$ cat config.mk
export PLATFORM = sky130hd
export DESIGN_NAME = dp_share_arbiter
export DESIGN_NICKNAME = d
export VERILOG_FILES = /design/src/rtl/dp_share_arbiter.sv
export SDC_FILE = /design/constraint.sdc
export NUM_CORES = 1
export LEC_CHECK = 0
export ABC_AREA = 1
export CORE_MARGIN = 2
export CORE_UTILIZATION = 38
export CTS_CLUSTER_DIAMETER = 40
export DETAILED_ROUTE_END_ITERATION = 10
export GPL_ROUTABILITY_DRIVEN = 1
export PLACE_DENSITY = 0.79
export SLEW_MARGIN = 20
export SYNTH_ARGS = -nofsm -noshare
export SYNTH_HDL_FRONTEND = slang
export SYNTH_SLANG_ARGS = --single-unit
export TNS_END_PERCENT = 10
$ cat constraint.sdc
create_clock -name Clk -period 1.4 [get_ports Clk]
set_clock_uncertainty 0.05 [all_clocks]
set_input_delay 0.14 -clock Clk [delete_from_list [all_inputs] [get_ports Clk]]
set_output_delay 0.14 -clock Clk [all_outputs]
set_load 0.005 [all_outputs]
$ cat src/rtl/dp_share_arbiter.sv
// dp_share_arbiter
// Round-robin arbiter sharing one ALU/register-file datapath among N
// sequencing controllers. A controller keeps the grant for a whole job. A
// watchdog reclaims the datapath from a grantee that never completes.
//
// Ports
//   Clk, Rst           clock; synchronous active-high reset
//   Req[N]             per-controller request
//   ReqDone[N]         per-controller job-complete strobe (grantee only)
//   ReqOpcode[N*OPW]   per-controller opcode, slice [i*OPW +: OPW]
//   ReqR1/ReqR2[N*2]   per-controller register selects, slice [i*2 +: 2]
//   zero_flag          datapath zero flag
//   Grant[N]           registered one-hot grant, zero when nothing is held
//   GrantId            index of the current or most recent grantee
//   opcode, R1, R2     datapath controls from the grantee, NOP when not busy
//   ZeroOut[N]         zero_flag routed to the grantee only
//   Abort[N]           one-cycle pulse to a grantee reclaimed by the watchdog
//   Busy               high while a grant is held
//   TimeoutErr         sticky watchdog-abort flag, cleared only by Rst
module dp_share_arbiter #(
    parameter int N       = 4,
    parameter int OPW     = 3,
    parameter int TIMEOUT = 64
) (
    input  logic                 Clk,
    input  logic                 Rst,
    input  logic [N-1:0]         Req,
    input  logic [N-1:0]         ReqDone,
    input  logic [N*OPW-1:0]     ReqOpcode,
    input  logic [N*2-1:0]       ReqR1,
    input  logic [N*2-1:0]       ReqR2,
    input  logic                 zero_flag,
    output logic [N-1:0]         Grant,
    output logic [$clog2(N)-1:0] GrantId,
    output logic [OPW-1:0]       opcode,
    output logic [1:0]           R1,
    output logic [1:0]           R2,
    output logic [N-1:0]         ZeroOut,
    output logic [N-1:0]         Abort,
    output logic                 Busy,
    output logic                 TimeoutErr
);
    localparam int IDW = $clog2(N);
    localparam int WDW = $clog2(TIMEOUT);

    typedef enum logic [1:0] {
        ST_IDLE = 2'd0,
        ST_BUSY = 2'd1,
        ST_GAP  = 2'd2
    } state_t;

    state_t         state_r, state_n;
    logic [N-1:0]   grant_r, grant_n;
    logic [IDW-1:0] grant_id_r, grant_id_n;
    logic [IDW-1:0] ptr_r, ptr_n;
    logic [WDW-1:0] wdog_r, wdog_n;
    logic [N-1:0]   abort_r, abort_n;
    logic           terr_r, terr_n;
    logic           win_found_s;
    logic [IDW-1:0] win_id_s;

    // Round-robin search: first requester after the pointer, wrapping.
    always_comb begin
        win_found_s = 1'b0;
        win_id_s    = '0;
        for (int k = 1; k <= N; k++) begin
            logic [IDW-1:0] cand;
            logic           hit;
            cand        = IDW'((int'(ptr_r) + k) % N);
            hit         = Req[cand] & ~win_found_s;
            win_id_s    = hit ? cand : win_id_s;
            win_found_s = win_found_s | Req[cand];
        end
    end

    // Next-state and next-output logic for the grant FSM.
    always_comb begin
        state_n    = state_r;
        grant_n    = grant_r;
        grant_id_n = grant_id_r;
        ptr_n      = ptr_r;
        wdog_n     = wdog_r;
        abort_n    = '0;
        terr_n     = terr_r;
        case (state_r)
            ST_IDLE: begin
                if (win_found_s) begin
                    state_n    = ST_BUSY;
                    grant_n    = N'(1) << win_id_s;
                    grant_id_n = win_id_s;
                    ptr_n      = win_id_s;
                    wdog_n     = '0;
                end else begin
                    state_n = ST_IDLE;
                end
            end
            ST_BUSY: begin
                // A normal release outranks watchdog expiry in the same cycle.
                if (ReqDone[grant_id_r] || !Req[grant_id_r]) begin
                    state_n = ST_GAP;
                    grant_n = '0;
                end else if (wdog_r == WDW'(TIMEOUT - 1)) begin
                    state_n = ST_GAP;
                    grant_n = '0;
                    abort_n = grant_r;
                    terr_n  = 1'b1;
                end else begin
                    wdog_n = wdog_r + WDW'(1);
                end
            end
            ST_GAP: begin
                // Datapath turnaround; never grants here.
                state_n = ST_IDLE;
            end
            default: begin
                state_n = ST_IDLE;
                grant_n = '0;
            end
        endcase
    end

    // State and output registers with synchronous reset.
    always_ff @(posedge Clk) begin
        if (Rst) begin
            state_r    <= ST_IDLE;
            grant_r    <= '0;
            grant_id_r <= IDW'(N - 1);
            ptr_r      <= IDW'(N - 1);
            wdog_r     <= '0;
            abort_r    <= '0;
            terr_r     <= 1'b0;
        end else begin
            state_r    <= state_n;
            grant_r    <= grant_n;
            grant_id_r <= grant_id_n;
            ptr_r      <= ptr_n;
            wdog_r     <= wdog_n;
            abort_r    <= abort_n;
            terr_r     <= terr_n;
        end
    end

    // Datapath mux driven from the registered grant; NOP when idle.
    always_comb begin
        if (state_r == ST_BUSY) begin
            opcode = ReqOpcode[grant_id_r*OPW +: OPW];
            R1     = ReqR1[grant_id_r*2 +: 2];
            R2     = ReqR2[grant_id_r*2 +: 2];
        end else begin
            opcode = '0;
            R1     = 2'b00;
            R2     = 2'b00;
        end
    end

    assign Grant      = grant_r;
    assign GrantId    = grant_id_r;
    assign ZeroOut    = {N{zero_flag}} & grant_r;
    assign Abort      = abort_r;
    assign Busy       = (state_r == ST_BUSY);
    assign TimeoutErr = terr_r;
endmodule

== After elaboration in Yosys (flattened, before gate mapping) ==
Index checks and enable logic that the tools add are counted.

* Flip-flop bits (word level): 19
* Input bits: 39
* Output and inout bits: 23
* Word-level logic and storage cells: 82

* Add/sub/neg operators: 5
* $mul: 1
* Magnitude comparators: 5
* Equality and inequality tests: 7
* Shifts and indexed selects: 4
* Muxes and demuxes: 31
* Bitwise gates (word level): 14
* Reductions and logical operators: 9

{| class="wikitable"
|+ Operator list
! kind !! count
|-
| $mux 6 || 3
|-
| $mux 2 || 8
|-
| $shiftx 8x4->2 || 2
|-
| $lt 2x3->1 const B || 5
|-
| $bmux 1 s2 || 6
|-
| $mux 4 || 3
|-
| $pmux 4 s3 || 1
|-
| $pmux 6 s2 || 1
|-
| $shiftx 12x5->3 || 1
|-
| $mux 1 || 7
|-
| $not 1->1 || 7
|-
| $add 6x1->6 const B || 1
|-
| $eq 6x6->1 const B || 1
|-
| $ne 2x2->1 const B || 3
|-
| $reduce_and 3->1 || 2
|-
| $add 2x1->2 const B || 2
|-
| $add 2x2->2 const B || 2
|-
| $and 4x4->4 || 1
|-
| $mul 2x2->4 const B || 1
|-
| $pmux 2 s2 || 1
|-
| $reduce_and 4->1 || 1
|-
| $reduce_or 4->1 || 1
|-
| $shl 1x2->4 const A || 1
|-
| $and 1x1->1 || 3
|-
| other kinds (10) || 12
|}

== Longest topological paths before layout ==
Gate-level depths: netlist (run 1).

* Word-level depth: 11
* Mapped depth: 14

== Least setup slack after synthesis (run 1) ==
No wires, ideal clock.

* Path kind: flip-flop to flip-flop
* Start: register ptr_r[0]
* End: register wdog_r[0]
* Library setup time: 0.116 ns
* Arrival: 1.371 ns
* Data required time: 1.234 ns
* Setup slack: -0.137 ns
* Cell stages (with the launch flop): 13
* Path buffers: 1
* Cells stage by stage: dfxtp_1 > buf_6 > inv_8 > nand2_4 > nand2_2 > nand2_2 > nand2_4 > nor2_8 > nand3b_4 > nand2_8 > nand2_4 > o21ai_0 > nor2_1

* Word-level cells in the longest chain between the ends: 8
* Elaborated cells between the ends (all ways): 24
* Those cells by class: add/sub (4); eq/ne (2); mux (12); bitwise (3); reduce/logical (3)

{| class="wikitable"
|+ Ends and longest elaborated chain
! what !! RTL line !! source
|-
| from (decl) || 55 || <nowiki>logic [IDW-1:0] ptr_r, ptr_n;</nowiki>
|-
| from (signal assigned) || 128 || <nowiki>ptr_r <= IDW'(N - 1);</nowiki>
|-
| from (signal assigned) || 136 || <nowiki>ptr_r <= ptr_n;</nowiki>
|-
| $add 2x1->2 or $add 2x2->2 (tied branches) || 69 || <nowiki>cand = IDW'((int'(ptr_r) + k) % N);</nowiki>
|-
| $bmux 1 s2 || 72 || <nowiki>win_found_s = win_found_s | Req[cand];</nowiki>
|-
| $mux 1 (not written as such) || 72 ||
|-
| $or 1x1->1 (3 in a row) || 72 ||
|-
| $ne 2x2->1 (no source line) || - ||
|-
| $reduce_and 4->1 (no source line) (*) || - ||
|-
| to (signal assigned) || 137 || <nowiki>wdog_r <= wdog_n;</nowiki>
|-
| to (decl) || 56 || <nowiki>logic [WDW-1:0] wdog_r, wdog_n;</nowiki>
|}

Every way passes the cells marked *; elsewhere a longest branch is shown, timed or not. The select of a mux whose other input is x is not followed.
A chain may end at the register's enable or synchronous reset.

== Worst setup path in the final report (run 1) ==
* Start: register ptr_r[0]
* End: register wdog_r[4]

The elaborated chain is that of the path after synthesis.

==> qor.csv, run 1 <==
stage;metric;value;unit
critical_path;reg2reg_depth;11;
synth;yosysTopAreaCellShare;26.4;%
status;status;finished with violations;
routing;drtIter0Drc;69;
timing;finalHoldViolations;0;
synth;yosys_warnings;0;
clock_network;clkSlewWorstSetupHoldPaths;0.07;ns
critical_path;r2r_end;wdog_r[4];
power;sequentialPowerShare;17.8;%
clock_network;cts_buffers;3;
synth;synth_top_cell_by_area;dfxtp_1;
power;power_leakage;1.20;nW
timing;finalMaxSlewViolations;0;
timing;tightestPinTransition;0.334;ns
timing;holdWs;0.409;ns
clock_network;cts-root-buf;clkbuf_8;
power;p_switching;2.14;mW
hold_path;whs_endpoint;Abort[0];
critical_path;crit_fanout;10;
synth;syn-cell-area;1440;um^2
global_routing;first_global_vias;1779;
clock_network;ctsHoldBuffers;0;
critical_path;setup.worst_path.end_class;flop;
power;swShare;47.3;%
synth;synth_nets;255;
power;clkPwrFrac;8.4;%
synth;yosys_register_bits;19;
routing;antenna_left;0;
timing;finalWorstSetupSlack;-0.295;ns
timing;fin_crit;1.69;ns
status;violations;setup timing;
timing;setup-violations-final;27;
synth;yosysUniqueCellTypes;30;
run;drv_cap;0;
layout;num_antenna_cells;0;
clock_network;htree_levels;1;
power;p_comb_share;73.8;%
placed_design;hpwl;3.15;mm
routing;first_pass_iters;7;
routing;num_vias;1749;
floorplanning;start_util;39.3;%
floorplanning;core_area;3660;um^2
timing;fin_crit_sh;121;%
clock_network;tritoncts;done;
layout;fill_cells;314;
clock_network;cts.sinks;19;
global_routing;antenna_found_initial;0;
placed_design;portBuffers;61;
routing;wl;4.45;mm
floorplanning;die_h;65.6;um
timing;clock.fmax;590;MHz
placed_design;gp_congestion;0.829;
timing;slew_headroom;77.6;%
global_routing;grt_first_pass_wirelength;7.36;mm
global_routing;grt_max_degree;17;
critical_path;reg2reg_from;ptr_r[0];
routing;wl_per_cell;12.6;um
synth;synth_area_per_cell;6.70;um^2
floorplanning;ioPinCount;62;
hold_path;hp-class;reg2reg;
power;p_int;2.38;mW
floorplanning;die_area;4300;um^2
timing;rsz0062_at_grt;true;
hold_path;min-delay-start;Grant[0];
hold_path;hold_depth;2;
clock_network;clockBufferDepth;2;
critical_path;critPathKind;reg2reg;
clock_network;clk_latency;0.26;ns
power;ir_drop;0.000690;V
floorplanning;die_x;65.6;um
routing;drc_errors;0;
global_routing;grt_usage;21.4;%
floorplanning;rows;22;
layout;drive_above_1_share;32.9;%
synth;seq_area_frac_synth;26.4;%
synth;synthCells;215;
global_routing;grt-ovfl-total;0;
placed_design;pre_cts_slack;-0.474;ns
power;power_density;1840;nW/um^2
layout;syn_to_final_growth;70.5;%
synth;synth.area.top_cells;dfxtp_1, nand3_1, nand2_1;
critical_path;crit_path_start_kind;flop;
layout;layout.nets;345;
routing;viasPerCell;4.97;
critical_path;cp.arrival;1.80;ns
critical_path;rrSetupSlack;-0.29;ns
critical_path;required;1.50;ns
==> Yosys cell counts, drive strengths merged <==
master	count
nand3	31
clkbuf	2
a21boi	1
nor2	25
inv	32
a31oi	7
o21ai	7
dfxtp	19
ha	1
nand4	4
a22oi	7
buf	5
nand3b	1
nand2	61
xor2	2
a21oi	10
==> per-stage QoR <==
step                      instances  utilization [%]  total power, mW  area [um^2]  setup TNS [ns]
after global routing            352             67.1             4.85         2450           -7.00
after floorplan                 215                -             2.57         1440           -1.16
after detailed placement        342             61.8             3.68         2260           -9.52
after global placement          342             61.8             3.63         2260           -8.42
after CTS                       352             66.3             4.39         2430           -4.50
final                           352             67.1             4.52         2450           -4.52
==> routing by layer <==
layer | up-vias | GRT usage [%] | wire length (um)
li1 | 884 | - | -
met3 | 13 | 3.77 | 136
met4 | 0 | 7.03 | 100
met1 | 812 | 22.9 | 1830
met2 | 40 | 41.6 | 2390
met5 | - | 0 | 0
==> registers in the layout (all words and copies together) (netlist names) <==
register    count
Abort           4
wdog_r          6
TimeoutErr      1
Grant           4
ptr_r           2
state_r         2
==> power by group through the flow <==
| stage | sequential (mW) | combinational, mW | clock, mW |
|---|---|---|---|
| global route | 0.818 | 3.62 | 0.415 |
| finish | 0.803 | 3.33 | 0.380 |
| CTS | 0.799 | 3.20 | 0.389 |
| detailed placement | 0.745 | 2.94 | 0 |
| floorplan | 0.747 | 1.82 | 0 |
| global placement | 0.740 | 2.89 | 0 |
==> final cells by class <==
cell class	count	area (um^2)	share of cell area (%)
sequential	19	393	16.0
multi-input combinational	158	982	40.0
clock inverter	1	5.00	0.204
inverter	32	140	5.71
timing repair buffer	91	833	33.9
clock buffer	3	41.3	1.68
tap	48	60.1	2.45
==> cell usage in the layout (no fill, tap or decap), types with 3 or more instances in the layout <==
master           Yosys  final
o21ai_1              1      4
a22oi_1              7      5
clkbuf_8             0      3
a21oi_1              8      4
nor2_4               1      3
dlymetal6s2s_1       0      3
a21oi_2              2      5
inv_4                1      3
dfxtp_2              0      4
nand4_1              4      4
nand2_1             38     33
dlygate4sd2_1        0      5
nand3_1             31     29
buf_6                2      5
a31oi_1              7      7
nor2_1              20     20
inv_1               26     25
buf_4                2     24
clkdlybuf4s50_1      0     47
buf_2                0      5
dfxtp_1             19     13
nand2_4              5      6
nand2_2             17     21
==> cells by family (layout without fill, tap and decap cells) <==
family	after synthesis	count (layout)	share of synthesized area [%]
AOI/OAI and AO/OA	32	32	13.9
DFF	19	19	26.4
adders and majority gates	1	1	0.869
and+or+nand+nor	122	123	45.2
xor gates and xnor gates	2	2	1.22
buffers and inverters	39	127	12.4
==> how the worst max path moves through the flow <==
stage / start / to / slack [ns] / cells after the start
final: ptr_r[0] / wdog_r[4] / -0.29 / 11
after floorplan: ptr_r[0] / wdog_r[0] / -0.13 / 11
after global placement: Req[3] / wdog_r[0] / -0.41 / 12
after CTS: ptr_r[0] / wdog_r[4] / -0.28 / 13
after global routing: ptr_r[0] / wdog_r[4] / -0.39 / 11
after detailed placement: Req[3] / wdog_r[4] / -0.47 / 12
==> worst max-delay path, cell delays in order, from the launching register on <==
cell      delay, ns
dfxtp_4        0.43
inv_8          0.08
nand2_4        0.08
nand2_2        0.07
nand2_2        0.09
nand2_4        0.08
nor2_8         0.13
nand3b_4       0.11
nand2_8        0.13
nand2_8        0.09
a21oi_4        0.17
nor2_1         0.07
==> timing repair <==
action	4_1_cts	5_1_grt
pin swaps	22	6
setup endpoints to repair	33	31
setup buffers	6	0
cloned	1	0
resized for setup	58	17
Note: power is estimated with default switching activity, not from simulation.
==> run 2: changes to the inputs <==
--- a/config.mk
+++ b/config.mk
@@ -16,4 +16,3 @@
 export SYNTH_ARGS = -nofsm -noshare
 export SYNTH_HDL_FRONTEND = slang
 export SYNTH_SLANG_ARGS = --single-unit
-export TNS_END_PERCENT = 10
==> run 2 against run 1 <==
  * The flow still finishes with violations (setup timing)
  * Wire length shrank 0.58%
  * Critical path depth grew 3
  * Global-route usage down 1.4 points
  * Non-clock buffer count increased by 3
  * Power increased by 5.4%
  * Clock power increased by 3%
  * Highest routed layer unchanged
==> qor.csv, run 2 (synthesis gave the netlist of run 1 again) <==
stage;metric;value;unit;change
status;status;finished with violations;;
status;violations;setup timing;;
placed_design;pre_cts_slack;-0.386;ns;+0.0888 ns
global_routing;grt_use_met2;38.9;%;-2.7 points
routing;drtIter0Drc;104;;+51%
power;p_int;2.48;mW;+4.1%
routing;num_vias;1787;;+2.2%
critical_path;crit_path_start_kind;flop;;
floorplanning;start_util;39.3;%;unchanged
global_routing;grt_max_degree;16;;-1
placed_design;hpwl;3.00;mm;-4.7%
critical_path;critPathKind;reg2reg;;
layout;regMostFlops;wdog_r;;
timing;finalWorstSetupSlack;-0.321;ns;-0.0265 ns
timing;holdWs;0.407;ns;-0.00146 ns
layout;layout.nets;349;;+1.2%
global_routing;grt_first_pass_wirelength;6.84;mm;-7.1%
routing;wl_per_cell;12.4;um;-1.7%
layout;instances_no_fill;356;;+1.1%
clock_network;clockBufferDepth;2;;unchanged
global_routing;grt.busiest_layer;met2;;
timing;tightestPinTransition;0.251;ns;-0.0833 ns
hold_path;hp-class;reg2reg;;
timing;finalHoldViolations;0;;unchanged
power;clkPwrFrac;8.2;%;-0.2 points
critical_path;crit_fanout;11;;+1
floorplanning;die_area;4300;um^2;unchanged
clock_network;htree_levels;1;;unchanged
run;drv_cap;0;;unchanged
layout;syn_to_final_growth;79.9;%;
timing;rsz0062_at_grt;true;;
placed_design;gp_congestion;0.818;;-1.3%
layout;utilization;70.8;%;+3.7 points
routing;wl;4.43;mm;-0.58%
routing;drc_errors;0;;unchanged
layout;fill_cells;289;;-8.0%
critical_path;worst-path-buf-inv;3;;+2
global_routing;grt_usage;20.0;%;-1.4 points
placed_design;place_area;2300;um^2;+1.5%
critical_path;setup.worst_path.end_class;flop;;
routing;first_pass_iters;5;;-2
power;sequentialPowerShare;16.5;%;-1.3 points
clock_network;clkSlewWorstSetupHoldPaths;0.07;ns;about the same
placed_design;dp_cells;342;;unchanged
critical_path;crit_family;simple AND/OR/NAND/NOR gates;;
global_routing;use_met1;21.5;%;-1.4 points
power;power_density;1840;nW/um^2;-0.13%
floorplanning;core_area;3660;um^2;unchanged
power;swShare;48.0;%;+0.67 points
timing;fin_crit;1.72;ns;+0.0265 ns
clock_network;ctsHoldBuffers;0;;unchanged
layout;num_antenna_cells;0;;unchanged
placed_design;portBuffers;61;;unchanged
global_routing;grtUsageMet3;4.11;%;+0.34 points
layout;drive_above_1_share;37.7;%;+4.8 points
floorplanning;ioPinCount;62;;unchanged
routing;viasPerCell;5.02;;+1.0%
clock_network;clk_latency;0.26;ns;about the same
timing;clock.fmax;581;MHz;-1.5%
timing;fin_crit_sh;123;%;+1.9 points
clock_network;cts-root-buf;clkbuf_8;;
critical_path;cp.arrival;1.83;ns;+0.03 ns
clock_network;cts.sinks;19;;unchanged
power;ir_drop;0.000795;V;+15%
timing;totalNegativeSetupSlack;-5.83;ns;-1.31 ns
critical_path;crit_chain;buf_12 -> inv_12 -> nand2_8 -> inv_8 -> nand2_1 -> nand2_1 -> nor2_2 -> nand2_2 -> nor2_4 -> nand2_4 -> nand2_8 -> nand3_1 -> nand2_1 -> nor2_1;;
routing;antenna_left;0;;unchanged
critical_path;required;1.51;ns;about the same
critical_path;slowest_delay;0.38;ns;-0.05 ns
power;p_total;4.76;mW;+5.4%
timing;setup-violations-final;27;;unchanged
floorplanning;die_x;65.6;um;unchanged
timing;slew_headroom;83.2;%;+5.6 points
global_routing;antenna_found_initial;0;;unchanged
global_routing;grt-ovfl-total;0;;unchanged
timing;finalMaxSlewViolations;0;;unchanged
power;power_leakage;1.23;nW;+3.2%
layout;final_cell_area;2590;um^2;+5.6%
floorplanning;die_h;65.6;um;unchanged
critical_path;critPathMostFrequentCell;nand2_1;;
clock_network;tritoncts;done;;
floorplanning;rows;22;;unchanged
layout;final_common_cell;clkdlybuf4s50_1;;
critical_path;critPathSlowestCell;dfxtp_4;;
layout;largest_reg_flops;6;;unchanged
power;p_switching;2.29;mW;+6.9%
global_routing;first_global_vias;1630;;-8.4%
power;p_comb_share;75.4;%;+1.6 points
layout;final_cell_mix;clkdlybuf4s50_1, nand2_1, buf_4, nand3_1, inv_1;;
clock_network;cts_buffers;3;;unchanged
[run 2: what timing repair did]
item                                    4_1_cts  5_1_grt
cloned                                        2        1
endpoints found under the setup margin       33       31
resized for setup                            42       44
pin swaps                                     0       13
buffers inserted                              3        4
[run 2: layout make-up]
cell class | instances | area (um^2) | share of cell area (%)
clock inverters | 1 | 5.00 | 0.193
multi-input cells | 159 | 1060 | 40.8
clock buffers | 3 | 41.3 | 1.59
repair buffers | 94 | 882 | 34.0
well taps | 48 | 60.1 | 2.32
inverters | 32 | 150 | 5.79
flip-flops and latches | 19 | 397 | 15.3
[run 2: power by group through the flow]
stage	clock network [mW]	logic [mW]	registers (mW)
final	0.390	3.59	0.784
after global routing	0.424	3.88	0.799
after CTS	0.398	3.15	0.755
after detailed placement	0	2.95	0.758
after global placement	0	2.92	0.751
after floorplan	0	1.92	0.752
[run 2: worst min-delay path, delay by kind of cell, from the launching register on]
kind                   cells  cell delay (ns)
flip-flops                 1             0.34
AND/OR/NAND/NOR            1             0.03
buffers and inverters      1             0.05
[run 2: final timing paths]
| check | from | to | cells past startpoint | slack [ns] |
|---|---|---|---|---|
| worst max register to register | ptr_r[0] | wdog_r[4] | 14 | -0.32 |
| worst max-delay path | ptr_r[0] | wdog_r[4] | 14 | -0.32 |
| worst min register to register | Grant[2] | Abort[2] | 2 | 0.41 |
| worst min-delay path | Grant[2] | Abort[2] | 2 | 0.41 |
[run 2: routing by layer]
| metal | up-vias | part of all wire, % |
|---|---|---|
| met4 | 0 | 0.56 |
| met3 | 2 | 4.6 |
| li1 | 888 | - |
| met2 | 62 | 52 |
| met1 | 835 | 43 |
| met5 | - | 0 |
